`config.mk`:
```
export PLATFORM = sky130hd
export DESIGN_NAME = vga_ctrl
export DESIGN_NICKNAME = d
export VERILOG_FILES = /design/src/rtl/vga_pkg.sv /design/src/rtl/vga_delay_line.sv /design/src/rtl/vga_ctrl.sv
export SDC_FILE = /design/constraint.sdc
export NUM_CORES = 1
export LEC_CHECK = 0
export ABC_AREA = 1
export CAP_MARGIN = 5
export CORE_UTILIZATION = 47
export CTS_CLUSTER_DIAMETER = 30
export DETAILED_ROUTE_END_ITERATION = 6
export HOLD_SLACK_MARGIN = 0.1
export PLACE_DENSITY = 0.86
export SKIP_LAST_GASP = 1
export SYNTH_ARGS = -nofsm -noshare
export SYNTH_HDL_FRONTEND = slang
export SYNTH_SLANG_ARGS = --single-unit
export TNS_END_PERCENT = 100
```
`constraint.sdc`:
```
create_clock -name vga_clk -period 1.48 [get_ports vga_clk]
set_input_delay 0.148 -clock vga_clk [delete_from_list [all_inputs] [get_ports vga_clk]]
set_output_delay 0.148 -clock vga_clk [all_outputs]
set_load 0.01 [all_outputs]
```
`src/rtl/vga_pkg.sv`:
```
// Shared VGA timing constants, totals helpers and RGB444 field layout.
// Used by the timing generator and by anything that needs the default 640x480@60 numbers.
package vga_pkg;

    localparam int CNT_W     = 10;
    localparam int CNT_LIMIT = 1 << CNT_W;

    localparam int DEF_H_ACTIVE = 640;
    localparam int DEF_H_FP     = 16;
    localparam int DEF_H_SYNC   = 96;
    localparam int DEF_H_BP     = 48;
    localparam int DEF_V_ACTIVE = 480;
    localparam int DEF_V_FP     = 10;
    localparam int DEF_V_SYNC   = 2;
    localparam int DEF_V_BP     = 33;

    // pixel word is {B[3:0],G[3:0],R[3:0]}
    localparam int RGB_W     = 12;
    localparam int CH_W      = 4;
    localparam int RGB_R_LSB = 0;
    localparam int RGB_G_LSB = 4;
    localparam int RGB_B_LSB = 8;

    typedef struct packed {
        logic de;
        logic hs;
        logic vs;
        logic fs;
    } vga_ctl_t;

    function automatic int h_total(input int h_active, input int h_fp, input int h_sync,
                                   input int h_bp);
        return h_active + h_fp + h_sync + h_bp;
    endfunction

    function automatic int v_total(input int v_active, input int v_fp, input int v_sync,
                                   input int v_bp);
        return v_active + v_fp + v_sync + v_bp;
    endfunction

    function automatic logic in_window(input logic [CNT_W-1:0] cnt, input int first,
                                       input int len);
        return (int'(cnt) >= first) && (int'(cnt) < first + len);
    endfunction

endpackage

```
`src/rtl/vga_delay_line.sv`:
```
// Shift register whose stages all load RESET_VAL on reset; used to align the
// control flags {de,hs,vs,fs} with pixel data returned by the pixel source.
module vga_delay_line #(
    parameter int              WIDTH     = 4,
    parameter int              DEPTH     = 1,
    parameter logic [WIDTH-1:0] RESET_VAL = '0
) (
    input  logic             vga_clk,
    input  logic             vga_rst,
    input  logic [WIDTH-1:0] din,
    output logic [WIDTH-1:0] dout
);

    for (genvar gi = 0; gi < DEPTH; gi++) begin : g_stage
        logic [WIDTH-1:0] q_reg;

        if (gi == 0) begin : g_first
            always_ff @(posedge vga_clk or negedge vga_rst) begin
                if (!vga_rst) begin
                    q_reg <= RESET_VAL;
                end else begin
                    q_reg <= din;
                end
            end
        end else begin : g_rest
            always_ff @(posedge vga_clk or negedge vga_rst) begin
                if (!vga_rst) begin
                    q_reg <= RESET_VAL;
                end else begin
                    q_reg <= g_stage[gi-1].q_reg;
                end
            end
        end
    end

    assign dout = g_stage[DEPTH-1].q_reg;

endmodule

```
`src/rtl/vga_ctrl.sv`:
```
// VGA timing generator and pixel sink: counters publish x/y to the pixel source,
// returned pixels are blanked and registered together with delayed hs/vs/frame_start.
module vga_ctrl
    import vga_pkg::*;
#(
    parameter int   H_ACTIVE = DEF_H_ACTIVE,
    parameter int   H_FP     = DEF_H_FP,
    parameter int   H_SYNC   = DEF_H_SYNC,
    parameter int   H_BP     = DEF_H_BP,
    parameter int   V_ACTIVE = DEF_V_ACTIVE,
    parameter int   V_FP     = DEF_V_FP,
    parameter int   V_SYNC   = DEF_V_SYNC,
    parameter int   V_BP     = DEF_V_BP,
    parameter logic SYNC_POL = 1'b0,
    parameter int   PIX_LAT  = 1
) (
    input  logic              vga_clk,
    input  logic              vga_rst,
    output logic [CNT_W-1:0]  x_pos,
    output logic [CNT_W-1:0]  y_pos,
    output logic              pix_req,
    input  logic [RGB_W-1:0]  pixel_data,
    output logic [CH_W-1:0]   vga_r,
    output logic [CH_W-1:0]   vga_g,
    output logic [CH_W-1:0]   vga_b,
    output logic              hs,
    output logic              vs,
    output logic              frame_start
);

    localparam int H_TOTAL = h_total(H_ACTIVE, H_FP, H_SYNC, H_BP);
    localparam int V_TOTAL = v_total(V_ACTIVE, V_FP, V_SYNC, V_BP);

    localparam logic [CNT_W-1:0] H_LAST = CNT_W'(H_TOTAL - 1);
    localparam logic [CNT_W-1:0] V_LAST = CNT_W'(V_TOTAL - 1);

    localparam vga_ctl_t CTL_RESET = '{de: 1'b0, hs: ~SYNC_POL, vs: ~SYNC_POL, fs: 1'b0};

    if (H_TOTAL > CNT_LIMIT || V_TOTAL > CNT_LIMIT) begin : g_bad_total
        $error("vga_ctrl: H_TOTAL=%0d / V_TOTAL=%0d do not fit 10-bit counters", H_TOTAL, V_TOTAL);
    end
    if (PIX_LAT < 1 || PIX_LAT > 4) begin : g_bad_lat
        $error("vga_ctrl: PIX_LAT=%0d outside 1..4", PIX_LAT);
    end

    logic [CNT_W-1:0] h_cnt_reg;
    logic [CNT_W-1:0] h_cnt_next;
    logic [CNT_W-1:0] v_cnt_reg;
    logic [CNT_W-1:0] v_cnt_next;

    always_comb begin
        h_cnt_next = h_cnt_reg + 1'b1;
        v_cnt_next = v_cnt_reg;
        if (h_cnt_reg == H_LAST) begin
            h_cnt_next = '0;
            v_cnt_next = (v_cnt_reg == V_LAST) ? '0 : v_cnt_reg + 1'b1;
        end
    end

    always_ff @(posedge vga_clk or negedge vga_rst) begin
        if (!vga_rst) begin
            h_cnt_reg <= '0;
            v_cnt_reg <= '0;
        end else begin
            h_cnt_reg <= h_cnt_next;
            v_cnt_reg <= v_cnt_next;
        end
    end

    // Stage 0: flags belonging to the coordinate currently on x_pos/y_pos
    vga_ctl_t ctl0;
    vga_ctl_t ctl_d;

    always_comb begin
        ctl0.de = (int'(h_cnt_reg) < H_ACTIVE) && (int'(v_cnt_reg) < V_ACTIVE);
        ctl0.hs = in_window(h_cnt_reg, H_ACTIVE + H_FP, H_SYNC) ? SYNC_POL : ~SYNC_POL;
        ctl0.vs = in_window(v_cnt_reg, V_ACTIVE + V_FP, V_SYNC) ? SYNC_POL : ~SYNC_POL;
        ctl0.fs = (h_cnt_reg == '0) && (v_cnt_reg == '0);
    end

    vga_delay_line #(
        .WIDTH     ($bits(vga_ctl_t)),
        .DEPTH     (PIX_LAT),
        .RESET_VAL (CTL_RESET)
    ) u_ctl_delay (
        .vga_clk (vga_clk),
        .vga_rst (vga_rst),
        .din     (ctl0),
        .dout    (ctl_d)
    );

    logic [RGB_W-1:0] rgb_reg;
    logic             hs_reg;
    logic             vs_reg;
    logic             fs_reg;

    // Blanked positions never forward pixel_data, so X/garbage from the source stays off the pins
    always_ff @(posedge vga_clk or negedge vga_rst) begin
        if (!vga_rst) begin
            rgb_reg <= '0;
            hs_reg  <= ~SYNC_POL;
            vs_reg  <= ~SYNC_POL;
            fs_reg  <= 1'b0;
        end else begin
            rgb_reg <= ctl_d.de ? pixel_data : '0;
            hs_reg  <= ctl_d.hs;
            vs_reg  <= ctl_d.vs;
            fs_reg  <= ctl_d.fs;
        end
    end

    assign x_pos       = h_cnt_reg;
    assign y_pos       = v_cnt_reg;
    assign pix_req     = ctl0.de;
    assign vga_r       = rgb_reg[RGB_R_LSB +: CH_W];
    assign vga_g       = rgb_reg[RGB_G_LSB +: CH_W];
    assign vga_b       = rgb_reg[RGB_B_LSB +: CH_W];
    assign hs          = hs_reg;
    assign vs          = vs_reg;
    assign frame_start = fs_reg;

endmodule

```
==> results of run 1 <==
-- power by group through the flow --
stage	registers [uW]	clock network, uW	logic (uW)
2_1_floorplan	1120	0	11.8
3_3_place_gp	1110	0	114
3_5_place_dp	1110	0	117
4_1_cts	1090	930	119
5_1_grt	1090	990	130
6_report	1090	920	117
-- cell usage in the layout (no fill, tap or decap), types with 3 or more instances in the layout --
cell type,n
sky130_fd_sc_hd__clkbuf_8,6
sky130_fd_sc_hd__nor2_1,22
sky130_fd_sc_hd__ha_1,4
sky130_fd_sc_hd__buf_4,24
sky130_fd_sc_hd__a21oi_1,5
sky130_fd_sc_hd__nand2_1,51
sky130_fd_sc_hd__xor2_1,8
sky130_fd_sc_hd__dfstp_2,4
sky130_fd_sc_hd__o21ai_0,6
sky130_fd_sc_hd__dlygate4sd2_1,6
sky130_fd_sc_hd__buf_12,3
sky130_fd_sc_hd__nand4_1,4
sky130_fd_sc_hd__clkdlybuf4s50_1,34
sky130_fd_sc_hd__nand3_1,17
sky130_fd_sc_hd__dlymetal6s2s_1,7
sky130_fd_sc_hd__dfrtp_2,7
sky130_fd_sc_hd__dfrtp_1,28
sky130_fd_sc_hd__inv_1,38
sky130_fd_sc_hd__inv_2,5
sky130_fd_sc_hd__nor2_2,3
-- worst max-delay path, stage by stage, from the launching register on --
cell and delay [ns]:
sky130_fd_sc_hd__dfrtp_1 0.42, sky130_fd_sc_hd__nand2_2 0.10, sky130_fd_sc_hd__inv_2 0.05, sky130_fd_sc_hd__nor4_2 0.25, sky130_fd_sc_hd__buf_4 0.16, sky130_fd_sc_hd__buf_6 0.09
-- metrics by stage --
step / cell area, sq um / worst slack (ns) / hold slack, ns / TNS [ns]
2_1_floorplan: 1820 / 0.0556 / -0.148 / 0
3_3_place_gp: 2540 / -0.136 / 0.134 / -0.136
3_5_place_dp: 2540 / -0.176 / 0.134 / -0.176
4_1_cts: 2670 / -0.0469 / 0.349 / -0.0593
5_1_grt: 2770 / -0.0879 / 0.352 / -0.129
6_report: 2770 / -0.0285 / 0.342 / -0.0285
-- per-layer routing --
metal  vias up  part of all wire  global-route usage
met3         6             0.068              0.0661
li1        827                 -                   -
met2        68              0.50               0.387
met5         -                 0                   0
met1       811              0.41               0.264
met4         0             0.015              0.0972
-- timing repair --
item	CTS	global route
setup buffers	0	5
hold buffers	1	0
resized for setup	17	17
endpoints found under the hold margin	17	0
endpoints found under the setup margin	12	25
pin swaps	0	3
-- cell type report --
class / instances / area [sq um] / share of cell area
Timing Repair Buffer: 77 / 747 / 0.270
Sequential cell: 39 / 990 / 0.358
Clock inverter: 2 / 35.0 / 0.0127
Clock buffer: 6 / 82.6 / 0.0299
Tap cell: 48 / 60.1 / 0.0217
Multi-Input combinational cell: 132 / 691 / 0.250
Inverter: 43 / 161 / 0.0583
-- kinds of logic after synthesis --
| family | Yosys count | synth area share |
|---|---|---|
| AOI/OAI and AO/OA | 12 | 0.0343 |
| xor gates and xnor gates | 8 | 0.0384 |
| adders and majority gates | 4 | 0.0275 |
| buffers and inverters | 46 | 0.0961 |
| DFF | 39 | 0.538 |
| and+or+nand+nor | 108 | 0.266 |
-- path summary, 6_finish.rpt --
kind                       depth (start not counted)                 from                   to
max                                                5             x_pos[9]              pix_req
min                                                2              vga_rst             x_pos[4]
max reg2reg                                        6             x_pos[0]             x_pos[5]
min reg2reg                                        0  u_ctl_delay.dout[1]                   vs
max in group asynchronous                          3              vga_rst  u_ctl_delay.dout[1]
min in group vga_clk                               0  u_ctl_delay.dout[1]                   vs
==> impl_metrics.sql, run 1 <==
INSERT INTO impl_metrics (metric_group, metric, value, unit) VALUES
('power', 'p_sw', '427', 'uW'),
('power', 'p_comb_frac', '0.055', ''),
('timing', 'layout_setup_ws', '-0.0285', 'ns'),
('setup_path', 'arrival', '1.36', 'ns'),
('logic_synthesis', 'synth-seq-cells', '39', ''),
('floorplanning', 'rows', '22', ''),
('clock_tree', 'cts-buffers-inserted', '5', ''),
('timing', 'setup_repair_after_global_routing_missed_its_margin', 'true', ''),
('logic_synthesis', 'synth_enable_flop_cells', '0', ''),
('run', 'max_cap_violations', '0', ''),
('setup_path', 'critPathLaunchType', 'register', ''),
('route', 'route.detailed.drc', '0', ''),
('logic_synthesis', 'synth.net_count', '235', ''),
('logic_synthesis', 'ys_dominant_reg_cell', 'sky130_fd_sc_hd__dfrtp_1', ''),
('grt', 'global_route.overflow_total', '0', ''),
('placement', 'port_buffers', '49', ''),
('floorplanning', 'die_area', '4130', 'sq um'),
('run_status', 'run_status', 'complete, but fails checks', ''),
('floorplanning', 'floorplan_core_area', '3690', 'sq um'),
('logic_synthesis', 'yosys_warnings', '0', ''),
('final_layout', 'nets', '316', ''),
('clock_tree', 'cts_buffer_depth', '2', ''),
('grt', 'grt_pass1_vias', '1605', ''),
('power', 'netSwitchingFraction', '0.201', ''),
('floorplanning', 'io-pin-count', '50', ''),
('timing', 'setup_viol', '1', ''),
('final_layout', 'layout.cells.non_filler', '347', ''),
('placement', 'hpwl', '3.08', 'mm'),
('logic_synthesis', 'asyncSetResetFlopFracSynth', '1.00', ''),
('setup_path', 'setup.worst_path.end_class', 'output pin', ''),
('setup_path', 'worst-endpoint-required', '1.33', 'ns'),
('grt', 'antenna_found_initial', '0', ''),
('final_layout', 'number_of_inserted_diodes', '0', ''),
('final_layout', 'nFillCells', '276', ''),
('power', 'power.clock.fraction', '0.433', ''),
('power', 'total_power', '2120', 'uW'),
('power', 'power_report.internal_total', '1700', 'uW'),
('clock_tree', 'clockRootBuffer', 'sky130_fd_sc_hd__clkbuf_8', ''),
('timing', 'hold_violations', '0', ''),
('route', 'finalWirelength', '4.36', 'mm'),
('grt', 'grt_util_all_layers', '0.227', ''),
('route', 'ant_nets', '0', ''),
('clock_tree', 'h-tree-depth', '2', ''),
('final_layout', 'largest_register_ffs', '12', ''),
('timing', 'finalClockSkew', '0.00920', 'ns'),
('route', 'tritonroute_pass_1_iters', '4', ''),
('logic_synthesis', 'netlist_top_cells_area', 'sky130_fd_sc_hd__dfrtp_1, sky130_fd_sc_hd__nand2_1, sky130_fd_sc_hd__inv_1, sky130_fd_sc_hd__dfstp_2, sky130_fd_sc_hd__nand3_1', ''),
('placement', 'globalplace.congestion', '0.856', ''),
('clock_tree', 'number_of_clock_sinks', '39', ''),
('final_layout', 'syn2layout_area_growth', '51.8', '%'),
('power', 'power_per_cell_area', '768', 'nW/um^2'),
('route', 'route.vias.total', '1712', ''),
('route', 'drt_first_iter_violations', '81', ''),
('placement', 'placed_cells', '333', ''),
('hold_path', 'timing.hold.worst.class', 'in -> async', ''),
('timing', 'report.final.slew_viol_count', '0', ''),
('final_layout', 'postLayoutCoreUtil', '0.750', ''),
('power', 'static-leakage-power', '0.00153', 'uW'),
('timing', 'timing.slew.headroom', '0.670', ''),
('logic_synthesis', 'synthCells', '217', ''),
('setup_path', 'critical_path.max_fanout', '3', ''),
('logic_synthesis', 'postSynthAreaPerCell', '8.40', 'sq um'),
('logic_synthesis', 'most_frequent_cell_after_synthesis', 'sky130_fd_sc_hd__nand2_1', ''),
('logic_synthesis', 'synthesis.area', '1820', 'sq um'),
('run_status', 'violated_checks', 'negative setup slack', ''),
('floorplanning', 'die_y', '64.3', 'um'),
('logic_synthesis', 'synth_cell_types', '21', ''),
('route', 'detail_route.wl_per_cell', '12.6', 'um'),
('logic_synthesis', 'synth_largest_area_cell', 'sky130_fd_sc_hd__dfrtp_1', ''),
('clock_tree', 'cts.reportedPaths.clkPinSlew', '0.08', 'ns'),
('setup_path', 'ff2ff_setup_slack', '0.07', 'ns');
No activity file was read; power rests on OpenSTA's default activity.
==> run 2, diff against run 1 <==
HOLD_SLACK_MARGIN = 0.06   (was 0.1)
REMOVE_ABC_BUFFERS = 1   (was not set)
==> run 2 against run 1 <==
Net effect:
- the flow now finishes without violations
- hold slack improved by 0.0096 ns
- register-to-register slack improved by 0.02 ns
- total power fell by 9.3%
- critical endpoint unchanged
- largest cell class unchanged
==> impl_metrics.sql, run 2 (same netlist as run 1, synthesis figures left out) <==
INSERT INTO impl_metrics (metric_group, metric, value, unit) VALUES
('clock_tree', 'tritoncts_clock_tree', 'yes', ''),
('route', 'ant_nets', '0', ''),
('final_layout', 'syn2layout_area_growth', '48.0', '%'),
('setup_path', 'worst-endpoint-required', '1.33', 'ns'),
('grt', 'grt_util_all_layers', '0.216', ''),
('setup_path', 'worstReg2RegEnd', 'x_pos[3]', ''),
('final_layout', 'nFillCells', '291', ''),
('route', 'route.detailed.drc', '0', ''),
('clock_tree', 'h-tree-depth', '2', ''),
('final_layout', 'postLayoutCoreUtil', '0.731', ''),
('timing', 'setup_viol', '0', ''),
('placement', 'port_buffers', '49', ''),
('route', 'detail_route.wl_per_cell', '12.0', 'um'),
('clock_tree', 'clockRootBuffer', 'sky130_fd_sc_hd__clkbuf_8', ''),
('route', 'route.vias.total', '1663', ''),
('clock_tree', 'cts.reportedPaths.clkPinSlew', '0.07', 'ns'),
('power', 'static-leakage-power', '0.00148', 'uW'),
('setup_path', 'critPathLaunchType', 'register', ''),
('floorplanning', 'rows', '22', ''),
('timing', 'achievable-frequency', '677', 'MHz'),
('setup_path', 'r2r-start', 'x_pos[0]', ''),
('setup_path', 'critical_path_class', 'reg -> out', ''),
('setup_path', 'arrival', '1.33', 'ns'),
('clock_tree', 'cts_buffer_depth', '2', ''),
('floorplanning', 'die_area', '4130', 'sq um'),
('grt', 'maximum_number_of_pins_on_one_net_before_global_route_repair', '22', ''),
('route', 'vias_per_cell', '4.85', ''),
('run_status', 'run_status', 'complete, no violations', ''),
('clock_tree', 'clock_insertion_delay_worst_skew', '0.30', 'ns'),
('final_layout', 'layout.cells.non_filler', '343', ''),
('final_layout', 'number_of_inserted_diodes', '0', ''),
('power', 'total_power', '1930', 'uW'),
('grt', 'global_route.overflow_total', '0', ''),
('grt', 'grt_pass1_wl', '6.78', 'mm'),
('timing', 'finalClockSkew', '0.00826', 'ns'),
('power', 'power_per_cell_area', '714', 'nW/um^2'),
('clock_tree', 'number_of_clock_sinks', '39', ''),
('final_layout', 'largest_register_ffs', '12', ''),
('timing', 'report.final.slew_viol_count', '0', ''),
('setup_path', 'ff2ff_setup_slack', '0.09', 'ns'),
('setup_path', 'worst_r2r_path_depth', '6', ''),
('final_layout', 'nets', '313', ''),
('floorplanning', 'die_width', '64.3', 'um'),
('grt', 'grt_pass1_vias', '1572', ''),
('floorplanning', 'die_y', '64.3', 'um'),
('floorplanning', 'start_util', '0.494', ''),
('hold_path', 'timing.hold.worst.class', 'in -> async', ''),
('grt', 'antenna_found_initial', '0', ''),
('run', 'max_cap_violations', '0', ''),
('timing', 'min_period_over_period', '0.998', ''),
('placement', 'placed_cells', '331', ''),
('power', 'max-vdd-ir-drop', '622', 'uV'),
('route', 'drt_first_iter_violations', '85', ''),
('timing', 'tightest_slew', '0.471', 'ns'),
('final_layout', 'mostFrequentLayoutCell', 'sky130_fd_sc_hd__nand2_1', ''),
('timing', 'timing.slew.headroom', '0.686', ''),
('final_layout', 'final_layout_size_suffix_gt1_frac', '0.190', ''),
('placement', 'globalplace.congestion', '0.810', ''),
('timing', 'hold_violations', '0', ''),
('clock_tree', 'cts-buffers-inserted', '5', ''),
('setup_path', 'critical_path.max_fanout', '3', ''),
('floorplanning', 'floorplan_core_area', '3690', 'sq um'),
('placement', 'hpwl', '3.07', 'mm'),
('timing', 'period_minus_slack', '1.48', 'ns'),
('setup_path', 'setup.worst_path.end_class', 'output pin', ''),
('final_layout', 'layout_common_cells', 'sky130_fd_sc_hd__nand2_1, sky130_fd_sc_hd__inv_1, sky130_fd_sc_hd__clkdlybuf4s50_1, sky130_fd_sc_hd__dfrtp_1, sky130_fd_sc_hd__nor2_1', ''),
('route', 'finalWirelength', '4.13', 'mm'),
('route', 'tritonroute_pass_1_iters', '4', ''),
('floorplanning', 'io-pin-count', '50', ''),
('timing', 'setup_repair_after_global_routing_missed_its_margin', 'true', '');
run 2: changes by cell type in the layout (fill, tap and decap cells not counted), sizes merged:
cell          previous run  this run
dlymetal6s2s             7         5
bufinv                   1         0
buf                     29        26
dlygate4sd2              6         8
run 2: how the worst max path moves through the flow:
stage	to	from	slack, ns
after floorplan	y_pos[3]	x_pos[0]	0.06
after global placement	pix_req	x_pos[9]	-0.12
after detailed placement	pix_req	x_pos[9]	-0.18
after CTS	pix_req	x_pos[9]	-0.03
after global routing	pix_req	x_pos[9]	-0.07
final	pix_req	x_pos[8]	0.003
run 2: per-layer routing:
metal	track usage	vias up	share of wire
met3	0.0589	6	0.060
met2	0.362	69	0.50
li1	-	822	-
met5	0	-	0
met4	0.0694	0	0.017
met1	0.269	766	0.43
run 2: timing repair:
item,in CTS,in global routing
gates resized for setup,18,15
pin swaps,0,2
setup endpoints to repair,13,20
hold buffers,1,0
setup buffers,0,4
endpoints found under the hold margin,17,0
run 2: final cells by class:
class	count	area [sq um]	area share
inverter	43	161	0.0598
timing repair buffer	74	698	0.259
tap	48	60.1	0.0223
clock inverter	1	5.00	0.00186
multi-input combinational	132	702	0.260
sequential	39	988	0.366
clock buffer	6	82.6	0.0306
run 2: critical path, stage by stage, from the launching register on:
cell and delay [ns]:
sky130_fd_sc_hd__dfrtp_1 0.40, sky130_fd_sc_hd__nand2_1 0.10, sky130_fd_sc_hd__inv_1 0.08, sky130_fd_sc_hd__nor4_4 0.27, sky130_fd_sc_hd__buf_2 0.18
run 2: metrics by stage:
step	setup TNS [ns]	cell area [sq um]	worst slack, ns	hold slack, ns
after global placement	-0.122	2530	-0.122	0.122
final	0	2700	0.00264	0.351
after detailed placement	-0.181	2530	-0.181	0.126
after floorplan	0	1810	0.0552	-0.148
after CTS	-0.0271	2620	-0.0271	0.357
after global routing	-0.111	2700	-0.0662	0.362
run 2: power by group:
group	internal (uW)	switching [uW]	total, uW
combinational	68.7	48.1	117
sequential	1080	3.90	1090
clock	365	358	723
total	1520	410	1930
